**src/rtl/cphy_pkg.sv**
```systemverilog
// Shared C-PHY lane types: LP line states, LP transmit sequencer states and
// TxTimer seed selectors.
package cphy_pkg;

    typedef enum logic [1:0] {
        LP11 = 2'b11,
        LP01 = 2'b01,
        LP00 = 2'b00,
        LP10 = 2'b10
    } lp_state_e;

    typedef enum logic [2:0] {
        IDLE      = 3'd0,
        HS_RQST   = 3'd1,
        HS_PREP   = 3'd2,
        HS_ACTIVE = 3'd3,
        HS_TRAIL  = 3'd4,
        HS_EXIT   = 3'd5,
        TA_RQST   = 3'd6,
        TA_GO     = 3'd7
    } tx_seq_state_e;

    localparam logic TIMER_SEED_LP = 1'b0;
    localparam logic TIMER_SEED_TA = 1'b1;

    // Timed states wait on TxTimer expiry and are covered by the watchdog.
    function automatic logic is_timed(input tx_seq_state_e s);
        return (s != IDLE) && (s != HS_ACTIVE);
    endfunction

endpackage

```
**src/rtl/cphy_lp_tx_seq.sv**
```systemverilog
// Master-side LP transmit sequencer: walks LP line states for HS entry/exit and
// bus turnaround, driving TxTimer and guarding every timed state with a watchdog.
module cphy_lp_tx_seq
    import cphy_pkg::*;
#(
    parameter int HS_MIN_CYCLES = 4,
    parameter int WDOG_CYCLES   = 64
) (
    input  logic       clk,
    input  logic       RstN,
    input  logic       HsReq,
    input  logic       TaReq,
    input  logic       Timeout,
    output logic       TimerEn,
    output logic       TimerSeed,
    output logic [1:0] LpState,
    output logic       LpTxEn,
    output logic       HsTxEn,
    output logic       HsReady,
    output logic       TaDone,
    output logic       WdogErr,
    output logic       Busy
);

    localparam logic [6:0] HS_MIN_LAST = 7'(HS_MIN_CYCLES - 1);
    localparam logic [6:0] WDOG_LAST   = 7'(WDOG_CYCLES - 1);

    tx_seq_state_e state_q, state_d;
    logic [6:0]    dwell_q, dwell_d;
    lp_state_e     lp_state_q, lp_state_d;
    logic          timer_en_q, timer_en_d;
    logic          timer_seed_q, timer_seed_d;
    logic          lp_tx_en_q, lp_tx_en_d;
    logic          hs_tx_en_q, hs_tx_en_d;
    logic          hs_ready_q, hs_ready_d;
    logic          ta_done_q, ta_done_d;
    logic          wdog_err_q, wdog_err_d;
    logic          busy_q, busy_d;
    logic          advance;

    // Timeout only counts once the reload gap is over, i.e. while TimerEn is high.
    assign advance = timer_en_q && Timeout;

    always_comb begin
        state_d    = state_q;
        ta_done_d  = 1'b0;
        wdog_err_d = 1'b0;

        unique case (state_q)
            IDLE: begin
                if (HsReq)      state_d = HS_RQST;
                else if (TaReq) state_d = TA_RQST;
            end
            HS_RQST:  if (advance) state_d = HS_PREP;
            HS_PREP:  if (advance) state_d = HS_ACTIVE;
            HS_ACTIVE: begin
                if (!HsReq && (dwell_q >= HS_MIN_LAST)) state_d = HS_TRAIL;
            end
            HS_TRAIL: if (advance) state_d = HS_EXIT;
            HS_EXIT:  if (advance) state_d = IDLE;
            TA_RQST:  if (advance) state_d = TA_GO;
            TA_GO: begin
                if (advance) begin
                    state_d   = IDLE;
                    ta_done_d = 1'b1;
                end
            end
            default: state_d = IDLE;
        endcase

        // A timed state that has burned its whole budget without expiry aborts.
        if (is_timed(state_q) && !advance && (dwell_q == WDOG_LAST)) begin
            state_d    = IDLE;
            wdog_err_d = 1'b1;
            ta_done_d  = 1'b0;
        end

        if (state_d != state_q)   dwell_d = 7'd0;
        else if (dwell_q == 7'h7f) dwell_d = dwell_q;
        else                      dwell_d = dwell_q + 7'd1;

        timer_en_d = is_timed(state_d) && (state_d == state_q);

        lp_state_d   = LP11;
        lp_tx_en_d   = 1'b1;
        hs_tx_en_d   = 1'b0;
        timer_seed_d = TIMER_SEED_LP;
        hs_ready_d   = 1'b0;
        busy_d       = (state_d != IDLE);

        // Line outputs are decoded from the next state so they register with it.
        unique case (state_d)
            IDLE:      lp_state_d = LP11;
            HS_RQST:   lp_state_d = LP01;
            HS_PREP:   lp_state_d = LP00;
            HS_ACTIVE: begin
                lp_state_d = LP00;
                lp_tx_en_d = 1'b0;
                hs_tx_en_d = 1'b1;
                hs_ready_d = 1'b1;
            end
            HS_TRAIL: begin
                lp_state_d = LP00;
                lp_tx_en_d = 1'b0;
                hs_tx_en_d = 1'b1;
            end
            HS_EXIT:   lp_state_d = LP11;
            TA_RQST:   lp_state_d = LP10;
            TA_GO: begin
                lp_state_d   = LP00;
                timer_seed_d = TIMER_SEED_TA;
            end
            default:   lp_state_d = LP11;
        endcase
    end

    always_ff @(posedge clk or negedge RstN) begin
        if (!RstN) begin
            state_q      <= IDLE;
            dwell_q      <= 7'd0;
            lp_state_q   <= LP11;
            timer_en_q   <= 1'b0;
            timer_seed_q <= TIMER_SEED_LP;
            lp_tx_en_q   <= 1'b1;
            hs_tx_en_q   <= 1'b0;
            hs_ready_q   <= 1'b0;
            ta_done_q    <= 1'b0;
            wdog_err_q   <= 1'b0;
            busy_q       <= 1'b0;
        end else begin
            state_q      <= state_d;
            dwell_q      <= dwell_d;
            lp_state_q   <= lp_state_d;
            timer_en_q   <= timer_en_d;
            timer_seed_q <= timer_seed_d;
            lp_tx_en_q   <= lp_tx_en_d;
            hs_tx_en_q   <= hs_tx_en_d;
            hs_ready_q   <= hs_ready_d;
            ta_done_q    <= ta_done_d;
            wdog_err_q   <= wdog_err_d;
            busy_q       <= busy_d;
        end
    end

    assign TimerEn   = timer_en_q;
    assign TimerSeed = timer_seed_q;
    assign LpState   = lp_state_q;
    assign LpTxEn    = lp_tx_en_q;
    assign HsTxEn    = hs_tx_en_q;
    assign HsReady   = hs_ready_q;
    assign TaDone    = ta_done_q;
    assign WdogErr   = wdog_err_q;
    assign Busy      = busy_q;

endmodule
```
**config.mk**
```make
export PLATFORM = sky130hd
export DESIGN_NAME = cphy_lp_tx_seq
export DESIGN_NICKNAME = d
export VERILOG_FILES = /design/src/rtl/cphy_pkg.sv /design/src/rtl/cphy_lp_tx_seq.sv
export SDC_FILE = /design/constraint.sdc
export NUM_CORES = 1
export LEC_CHECK = 0
export BUFFER_PORTS_ARGS = -buffer_cell sky130_fd_sc_hd__buf_2
export CAP_MARGIN = 15
export CORE_UTILIZATION = 30
export CTS_CLUSTER_DIAMETER = 80
export CTS_CLUSTER_SIZE = 14
export DETAILED_ROUTE_END_ITERATION = 8
export PLACE_DENSITY = 0.46
export SYNTH_ARGS = -nofsm -noshare
export SYNTH_HDL_FRONTEND = slang
export SYNTH_SLANG_ARGS = --single-unit
```
**constraint.sdc**
```tcl
create_clock -name clk -period 3.1 [get_ports clk]
set_input_delay 0.155 -clock clk [delete_from_list [all_inputs] [get_ports clk]]
set_output_delay 0.155 -clock clk [all_outputs]
set_load 0.02 [all_outputs]
```
==> qor.yml, run 1 <==
yosys:
  avgSynthCellArea_um2: 10.4
  yosysWarnings: 0
  yosys-top-cells-area: "dfrtp_1 41%, dfstp_2 7.7%, nor2_1 4.7%"
  syn-num-nets: 105
  synth_cell_types: 44
  yosysTopAreaCell: "dfrtp_1"
  syn-instance-count: 99
  synth-edff-count: 0
  ys_seq_area_share_pct: 49.0
  syn_area_mm2: 0.00103
  synthArstFlopShare_pct: 100
  synth_seq_cells: 20
  synthFlopType: "dfrtp_1"
  synth_top_area_share_pct: 41.3
cts:
  cts.sinks: 20
  path_clk_slew_ps: 120
  cts_max_path_buffers: 2
  cts-root-buf: "clkbuf_4"
  numCtsBuffers: 3
  cts_tree: "built"
  insertion_delay_ps: 300
  cts.htree.levels: 1
  cts_resized: 0
drt:
  drtIter0Drc: 26
  top_layer: "met4"
  wl_per_cell_um: 12.0
  drt_wl_total_um: 1910
  drc: 0
  final_antenna_net_count: 0
  vias: 756
  dr.pass1.iters: 4
  wirelength_met1_um: 866
  dr_wl_met2_um: 946
  wl_met3_um: 78
  vias_per_cell: 4.75
power_and_ir_drop:
  clkPwrFrac_pct: 18.4
  powerDensity_mw_per_mm2: 965
  p_int_mw: 0.692
  switching_share_pct: 40.3
  ir_drop_mv: 0.242
  net-switching-power_mw: 0.468
  seqPwrFrac_pct: 35.2
  combPwrFrac_pct: 46.4
  leakagePower_nw: 0.533
timing:
  final-setup-viol-count: 0
  fin_crit_ps: 2120
  final.period_utilization_pct: 68.4
  rsz0062_at_grt: "no"
  finalSetupTns_ps: 0
  hold_viol: 0
  fin_ws_ps: 979
  fmax_mhz: 472
  maxSlewHeadroom_pct: 64.7
  whs_ps: 160
  drv_slew: 0
  worst_pin_slew_ps: 527
  finalClockSkew_ps: 2.77
critical_path:
  cpMaxStageDelayCell: "dfrtp_1"
  arrival_ps: 2360
  cp_max_fo: 5
  crit_required_ps: 3340
  start_kind: "flip-flop"
  worst_setup_path_end_kind: "flip-flop"
  cp_top_family: "simple AND/OR/NAND/NOR gates"
  cp_slowest_stage_delay_ps: 430
  crit_chain: "ha_1 > and4_4 > and4b_4 > nand2_2 > clkinv_2 > or3_4 > or3_1 > o211ai_2"
  crit_type: "reg -> reg"
  critPathBufInv: 1
global_routing:
  gr-total-overflow: 0
  grt_usage_pct: 12.1
  grt_first_pass_wirelength_um: 3220
  antenna_found_initial: 0
  grt_pass1_vias: 746
  grt_max_degree: 21
die:
  num_io_pins: 15
  start_util_pct: 32.7
  design.die.area_mm2: 0.00367
  die_y_um: 60.6
  rows: 20
  core_mm2: 0.00315
  dieWidth_um: 60.6
worst_hold_path:
  hold_path.class: "in -> reg"
cells_and_area:
  layout_commonest_cell: "dfrtp_1"
  final_layout_size_suffix_gt1_share_pct: 30.4
  syn2layout_area_growth_pct: 16.6
  fillers: 333
  nets: 122
  final_cell_mix: "17 x dfrtp_1, 14 x buf_2, 13 x nor2_1"
  num_antenna_cells: 0
placement:
  place_ws_ps: 1010
  place.gp.congestion: 0.771
  place.port_buffers: 14
  dpl.hpwl_um: 1410
status:
  status: "finished, final reports clean"
flow_run:
  cap_violations: 0
==> worst paths after layout <==
kind	startpoint	endpoint	slack, ps	cells after the start
max	dwell_q[0]	LpState[1]	980	8
min	Timeout	TaDone	160	3
max reg2reg	dwell_q[0]	LpState[1]	980	8
min reg2reg	dwell_q[6]	dwell_q[6]	580	2
max in group asynchronous	RstN	LpState[0]	2450	2
min in group asynchronous	RstN	TimerEn	310	2
==> cell families after synthesis <==
| kind of cell | synth area share, % |
|---|---|
| AO/OA/AOI/OAI | 14.3 |
| XOR/XNOR | 3.40 |
| adder cells (fa/ha/maj) | 1.21 |
| buffers and inverters | 3.77 |
| flip-flops | 49.0 |
| multiplexers | 4.01 |
| AND/OR/NAND/NOR | 24.3 |
==> per-stage QoR <==
| stage | std cells | power [mW] | cell area [um^2] | util [%] |
|---|---|---|---|---|
| CTS | 159 | 1.17 | 1200 | 38.1 |
| detailed placement | 154 | 0.956 | 1140 | 36.1 |
| global route | 159 | 1.26 | 1200 | 38.1 |
| global placement | 154 | 0.960 | 1140 | 36.1 |
| floorplan | 99 | 0.844 | 1030 | - |
| finish | 159 | 1.16 | 1200 | 38.1 |
==> metal layers <==
metal	up-vias	track usage (%)
met5	-	0
met4	0	3.90
met3	2	3.84
met2	18	20.7
met1	352	14.3
li1	384	-
==> power groups by stage <==
| stage | Sequential (mW) | Clock (mW) | Combinational, mW |
|---|---|---|---|
| 5_1_grt | 0.419 | 0.229 | 0.611 |
| 3_3_place_gp | 0.413 | 0 | 0.547 |
| 6_report | 0.409 | 0.213 | 0.538 |
| 3_5_place_dp | 0.413 | 0 | 0.543 |
| 2_1_floorplan | 0.436 | 0 | 0.408 |
| 4_1_cts | 0.408 | 0.221 | 0.545 |
==> cells in the mapped netlist (2+ instances only) <==
master and instances:
inv_1 3, nor4_1 2, nor2_1 13, xnor2_1 3
nand3_1 4, o22ai_1 3, nor3_1 2, o21ai_0 2
a21oi_1 3, dfrtp_1 17, mux2i_1 3, dfstp_2 3
and2_1 2, nor2b_1 2, nand2_1 8
==> worst min-delay path, stage by stage <==
cell     delay (ps)
buf_2           110
nand2_1         100
nor3_1           70
==> cell type report <==
class,instances,area (um^2),share of cell area (%)
Timing Repair Buffer,15,80.1,6.67
Multi-Input combinational cell,71,487,40.5
Inverter,5,22.5,1.88
Clock inverter,1,30.0,2.50
Sequential cell,20,504,42.0
Tap cell,44,55.1,4.58
Clock buffer,3,22.5,1.88
==> sequential cells by signal, summed over array words and instances, names as in the netlist <==
signal,cells
Busy,1
HsReady,1
HsTxEn,1
LpState,2
LpTxEn,1
TaDone,1
TimerEn,1
TimerSeed,1
WdogErr,1
dwell_q,7
state_q,3
==> what timing repair did <==
action                    CTS  global route
setup buffers               0             0
hold endpoints to repair   17             0
hold buffers                1             0
No activity file was read; power rests on OpenSTA's default activity.
==> run 2: changes to the inputs <==
PLACE_DENSITY = 0.48   (was 0.46)
clock period = 1.8 ns   (was 3.1 ns; I/O delays follow)
==> qor.yml, run 2 (synthesis results as in run 1) <==
placement:
  place.port_buffers: 14  # unchanged
  dpl.hpwl_um: 1720  # was 1410 um
  postPlaceCellArea_mm2: 0.00134  # was 0.00114 mm^2
  place.gp.congestion: 0.827  # was 0.771
  place_inst: 180  # was 154
die:
  die_y_um: 60.6  # unchanged
  num_io_pins: 15  # unchanged
  rows: 20  # unchanged
  design.die.area_mm2: 0.00367  # unchanged
  start_util_pct: 32.7  # unchanged
  core_mm2: 0.00315  # unchanged
  dieWidth_um: 60.6  # unchanged
critical_path:
  crit_required_ps: 2020  # was 3340 ps
  arrival_ps: 2210  # was 2360 ps
  crit_chain: "buf_4 > nand2b_4 > a311oi_4 > o22ai_1 > or3_4 > or3_4 > o211ai_2"  # was ha_1 > and4_4 > and4b_4 > nand2_2 > clkinv_2 > or3_4 > or3_1 > o211ai_2
  cp_max_fo: 4  # was 5
  cpMaxStageDelayCell: "dfrtp_1"  # unchanged
  crit_path_frequent_cell: "or3_4"
  worst_setup_path_end_kind: "flip-flop"  # unchanged
  start_kind: "flip-flop"  # unchanged
  crit_type: "reg -> reg"  # unchanged
  cp_slowest_stage_delay_ps: 420  # was 430 ps
timing:
  worst_pin_slew_ps: 476  # was 527 ps
  hold_viol: 0  # unchanged
  rsz0062_at_grt: "yes"  # was no
  final.period_utilization_pct: 110  # was 68.4%
  final-setup-viol-count: 15  # was 0
  fin_crit_ps: 1990  # was 2120 ps
  finalSetupTns_ps: -1600  # was 0 ps
  drv_slew: 0  # unchanged
  fin_ws_ps: -188  # was 979 ps
  fmax_mhz: 503  # was 472 MHz
  finalClockSkew_ps: 21.0  # was 2.77 ps
  maxSlewHeadroom_pct: 68.3  # was 64.7%
  whs_ps: 89.3  # was 160 ps
cells_and_area:
  final_area_mm2: 0.00151  # was 0.00120 mm^2
  syn2layout_area_growth_pct: 46.7  # was 16.6%
  largest_reg_flops: 7  # unchanged
  final_layout_size_suffix_gt1_share_pct: 56.1  # was 30.4%
  final_cell_mix: "33 x buf_4, 17 x dfrtp_1, 14 x buf_2"  # was 17 x dfrtp_1, 14 x buf_2, 13 x nor2_1
  fillers: 320  # was 333
  multi_input_area_um2: 571  # was 487 um^2
  postLayoutCoreUtil_pct: 47.9  # was 38.1%
  final_cell_count_no_fill: 192  # was 159
  nets: 155  # was 122
  regArea_um2: 504  # unchanged
  regMostFlops: "dwell_q"  # unchanged
  num_antenna_cells: 0  # unchanged
  layout_commonest_cell: "buf_4"  # was dfrtp_1
flow_run:
  cap_violations: 0  # unchanged
power_and_ir_drop:
  clkPwrFrac_pct: 9.6  # was 18.4%
  seqPwrFrac_pct: 28.9  # was 35.2%
  switching_share_pct: 41.5  # was 40.3%
  leakagePower_nw: 0.708  # was 0.533 nW
  powerDensity_mw_per_mm2: 1560  # was 965 mW/mm^2
  p_int_mw: 1.37  # was 0.692 mW
  net-switching-power_mw: 0.974  # was 0.468 mW
  ir_drop_mv: 0.648  # was 0.242 mV
  combPwrFrac_pct: 61.4  # was 46.4%
drt:
  drtIter0Drc: 44  # was 26
  drc: 0  # unchanged
  dr.pass1.iters: 4  # unchanged
  vias_per_cell: 4.76  # was 4.75
  drt_wl_total_um: 2480  # was 1910 um
  wl_per_cell_um: 12.9  # was 12.0 um
  vias: 913  # was 756
  final_antenna_net_count: 0  # unchanged
cts:
  numCtsBuffers: 3  # unchanged
  cts.htree.levels: 1  # unchanged
  path_clk_slew_ps: 130  # was 120 ps
  insertion_delay_ps: 310  # was 300 ps
  cts-root-buf: "clkbuf_4"  # unchanged
  cts_tree: "built"  # unchanged
  cts_max_path_buffers: 2  # unchanged
  cts.sinks: 20  # unchanged
global_routing:
  grt_first_pass_wirelength_um: 4000  # was 3220 um
  gr-total-overflow: 0  # unchanged
  antenna_found_initial: 0  # unchanged
  grt_max_degree: 21  # unchanged
  grt_pass1_vias: 879  # was 746
  grt_usage_pct: 15.0  # was 12.1%
worst_hold_path:
  hold_path.class: "in -> reg"  # unchanged
status:
  violations: "negative setup slack"
  status: "finished with violations"  # was finished, final reports clean
## run 2: changes by cell type in the layout (fill, tap and decap cells not counted), moves of 2 or more
cell / before / now
nor2_2: 0 / 5
and2_4: 0 / 2
buf_4: 0 / 33
nor2_1: 13 / 8
## run 2: area by class of cell
| class | count | share of cell area [%] |
|---|---|---|
| repair buffers | 48 | 21.7 |
| inverters | 5 | 1.74 |
| multi-input cells | 71 | 37.8 |
| clock buffers | 4 | 1.74 |
| well taps | 44 | 3.65 |
| flip-flops and latches | 20 | 33.4 |
## run 2: metrics by stage
step | total power [mW] | setup WS, ps
after floorplan | 1.46 | -119
after global placement | 1.92 | -157
after detailed placement | 1.94 | -177
after CTS | 2.32 | -169
after global routing | 2.52 | -254
final | 2.35 | -188
## run 2: power by group through the flow
stage | logic [mW] | clock network [mW] | registers [mW]
final | 1.44 | 0.226 | 0.680
after global routing | 1.56 | 0.257 | 0.700
after CTS | 1.41 | 0.237 | 0.678
after detailed placement | 1.26 | 0 | 0.683
after global placement | 1.25 | 0 | 0.676
after floorplan | 0.707 | 0 | 0.752
## run 2: critical path, delay by kind of cell, from the launching register on
| kind | cells | cell delay [ps] |
|---|---|---|
| compound gates | 3 | 560 |
| buf+inv | 1 | 140 |
| flops | 1 | 420 |
| simple gates | 3 | 780 |
## run 2: path summary, 6_finish.rpt
| check | startpoint | endpoint | slack [ps] | depth (start not counted) |
|---|---|---|---|---|
| worst max-delay path | state_q[1] | LpState[1] | -190 | 7 |
| worst min-delay path | Timeout | TaDone | 90 | 3 |
| worst max register to register | state_q[1] | LpState[1] | -190 | 7 |
| worst min register to register | TimerEn | TaDone | 640 | 2 |
| max in group asynchronous | RstN | LpState[0] | 1170 | 2 |
| min in group asynchronous | RstN | dwell_q[2] | 250 | 2 |
## run 2: routing by layer
layer / wire, um / vias up / GRT usage [%] / share of wire [%]
met1: 1080 / 440 / 17.8 / 44
met2: 1290 / 22 / 27.3 / 52
met5: 0 / - / 0 / 0
li1: - / 449 / - / -
met4: 10 / 0 / 3.25 / 0.40
met3: 103 / 2 / 3.84 / 4.1
## run 2: what timing repair did
action	4_1_cts	5_1_grt
endpoints found under the setup margin	15	16
setup buffers	6	1
hold buffers	1	0
pin swaps	8	2
resized for setup	18	2
hold endpoints to repair	17	0
==> run 3: changes to the inputs <==
CAP_MARGIN = unset   (was 15)
CORE_UTILIZATION = 49   (was 30)
PLACE_DENSITY = 0.72   (was 0.48)
==> qor.yml, run 3 (synthesis results as in run 1) <==
status:
  status: "finished with violations"  # unchanged
  violations: "negative setup slack"  # unchanged
cells_and_area:
  regMostFlops: "dwell_q"  # unchanged
  largest_reg_flops: 7  # unchanged
  final_cell_mix: "33 x buf_4, 15 x dfrtp_1, 14 x buf_2"  # was 33 x buf_4, 17 x dfrtp_1, 14 x buf_2
  layout_commonest_cell: "buf_4"  # unchanged
  num_antenna_cells: 0  # unchanged
  final_layout_size_suffix_gt1_share_pct: 58.8  # was 56.1%
  final_area_mm2: 0.00150  # was 0.00151 mm^2
  syn2layout_area_growth_pct: 45.2  # was 46.7%
  nets: 155  # unchanged
  postLayoutCoreUtil_pct: 76.2  # was 47.9%
placement:
  place.gp.congestion: 0.890  # was 0.827
  place.port_buffers: 14  # unchanged
  place_ws_ps: -138  # was -177 ps
  postPlaceCellArea_mm2: 0.00130  # was 0.00134 mm^2
  dpl.hpwl_um: 1570  # was 1720 um
die:
  num_io_pins: 15  # unchanged
  start_util_pct: 52.5  # was 32.7%
  rows: 16  # was 20
  die_y_um: 47.8  # was 60.6 um
  core_mm2: 0.00196  # was 0.00315 mm^2
  dieWidth_um: 47.8  # was 60.6 um
  design.die.area_mm2: 0.00229  # was 0.00367 mm^2
timing:
  hold_viol: 0  # unchanged
  fin_ws_ps: -183  # was -188 ps
  finalSetupTns_ps: -1740  # was -1600 ps
  finalClockSkew_ps: 2.57  # was 21.0 ps
  final-setup-viol-count: 14  # was 15
  fin_crit_ps: 1980  # was 1990 ps
  drv_slew: 0  # unchanged
  worst_pin_slew_ps: 417  # was 476 ps
  final.period_utilization_pct: 110  # about the same
  maxSlewHeadroom_pct: 72.2  # was 68.3%
  rsz0062_at_grt: "yes"  # unchanged
  fmax_mhz: 504  # was 503 MHz
drt:
  vias: 934  # was 913
  dr.pass1.iters: 4  # unchanged
  drc: 0  # unchanged
  vias_per_cell: 5.34  # was 4.76
  wl_per_cell_um: 13.2  # was 12.9 um
  drt_wl_total_um: 2310  # was 2480 um
  final_antenna_net_count: 0  # unchanged
  drtIter0Drc: 16  # was 44
critical_path:
  rrSetupSlack_ps: -180  # was -190 ps
  start_kind: "flip-flop"  # unchanged
  crit_required_ps: 2040  # was 2020 ps
  crit_type: "reg -> reg"  # unchanged
  reg2regPathDepth: 8  # was 7
  worst_setup_path_end_kind: "flip-flop"  # unchanged
  arrival_ps: 2220  # was 2210 ps
  cp_max_fo: 4  # unchanged
cts:
  cts.htree.levels: 1  # unchanged
  cts_tree: "built"  # unchanged
  cts_max_path_buffers: 2  # unchanged
  numCtsBuffers: 3  # unchanged
  insertion_delay_ps: 310  # about the same
  cts.sinks: 20  # unchanged
  path_clk_slew_ps: 110  # was 130 ps
  cts-root-buf: "clkbuf_4"  # unchanged
global_routing:
  gr-total-overflow: 0  # unchanged
  antenna_found_initial: 0  # unchanged
  grt_pass1_vias: 859  # was 879
  grt_first_pass_wirelength_um: 3550  # was 4000 um
  grt_max_degree: 21  # unchanged
  grt_usage_pct: 23.0  # was 15.0%
flow_run:
  cap_violations: 0  # unchanged
worst_hold_path:
  hold_path.class: "in -> reg"  # unchanged
  hold_depth: 3  # unchanged
power_and_ir_drop:
  leakagePower_nw: 0.704  # was 0.708 nW
  p_total_mw: 2.41  # was 2.35 mW
  powerDensity_mw_per_mm2: 1610  # was 1560 mW/mm^2
  ir_drop_mv: 1.03  # was 0.648 mV
[run 3: metrics by stage]
step	hold slack, ps	cells
floorplan	-206	99
global placement	48.8	161
detailed placement	53.5	161
CTS	96.7	171
global route	95.2	175
finish	109	175
[run 3: final cells by class]
cell class | instances | area [um^2]
clock buffers | 4 | 36.3
fillers | 148 | 467
inverters | 5 | 26.3
well taps | 27 | 33.8
flip-flops and latches | 20 | 507
repair buffers | 48 | 328
multi-input cells | 71 | 564
[run 3: path summary, 6_finish.rpt]
check                             end        from
max                        LpState[1]  dwell_q[0]
min                            TaDone     Timeout
max reg2reg                LpState[1]  dwell_q[0]
min reg2reg                dwell_q[6]  dwell_q[6]
max in group asynchronous      LpTxEn        RstN
min in group asynchronous  state_q[2]        RstN
[run 3: timing repair]
action | CTS | global route
setup endpoints to repair | 14 | 14
cloned | 0 | 0
hold buffers | 1 | 0
gates resized for setup | 15 | 9
pin swaps | 8 | 3
endpoints found under the hold margin | 17 | 0
setup buffers | 5 | 4
[run 3: routing by layer]
metal  GRT usage, %  share of wire [%]  vias to the layer above
met5              0                  0                        -
met4           11.7                2.9                        0
met3           4.53                4.5                        9
met2           41.6                 53                       24
met1           25.2                 40                      452
li1               -                  -                      449
[run 3: worst max-delay path: stages (launching register included)]
cell      delay (ps)
dfrtp_1          430
ha_4             180
and4_4           150
and4b_4          210
nand2_4           80
clkinv_4          50
or3_4            410
or3_4            340
o211ai_2          70
[run 3: power by group]
part / total (mW) / internal, mW / switching (mW)
Clock: 0.262 / 0.124 / 0.139
Combinational: 1.46 / 0.701 / 0.757
Sequential: 0.689 / 0.596 / 0.0930
Total: 2.41 / 1.42 / 0.989
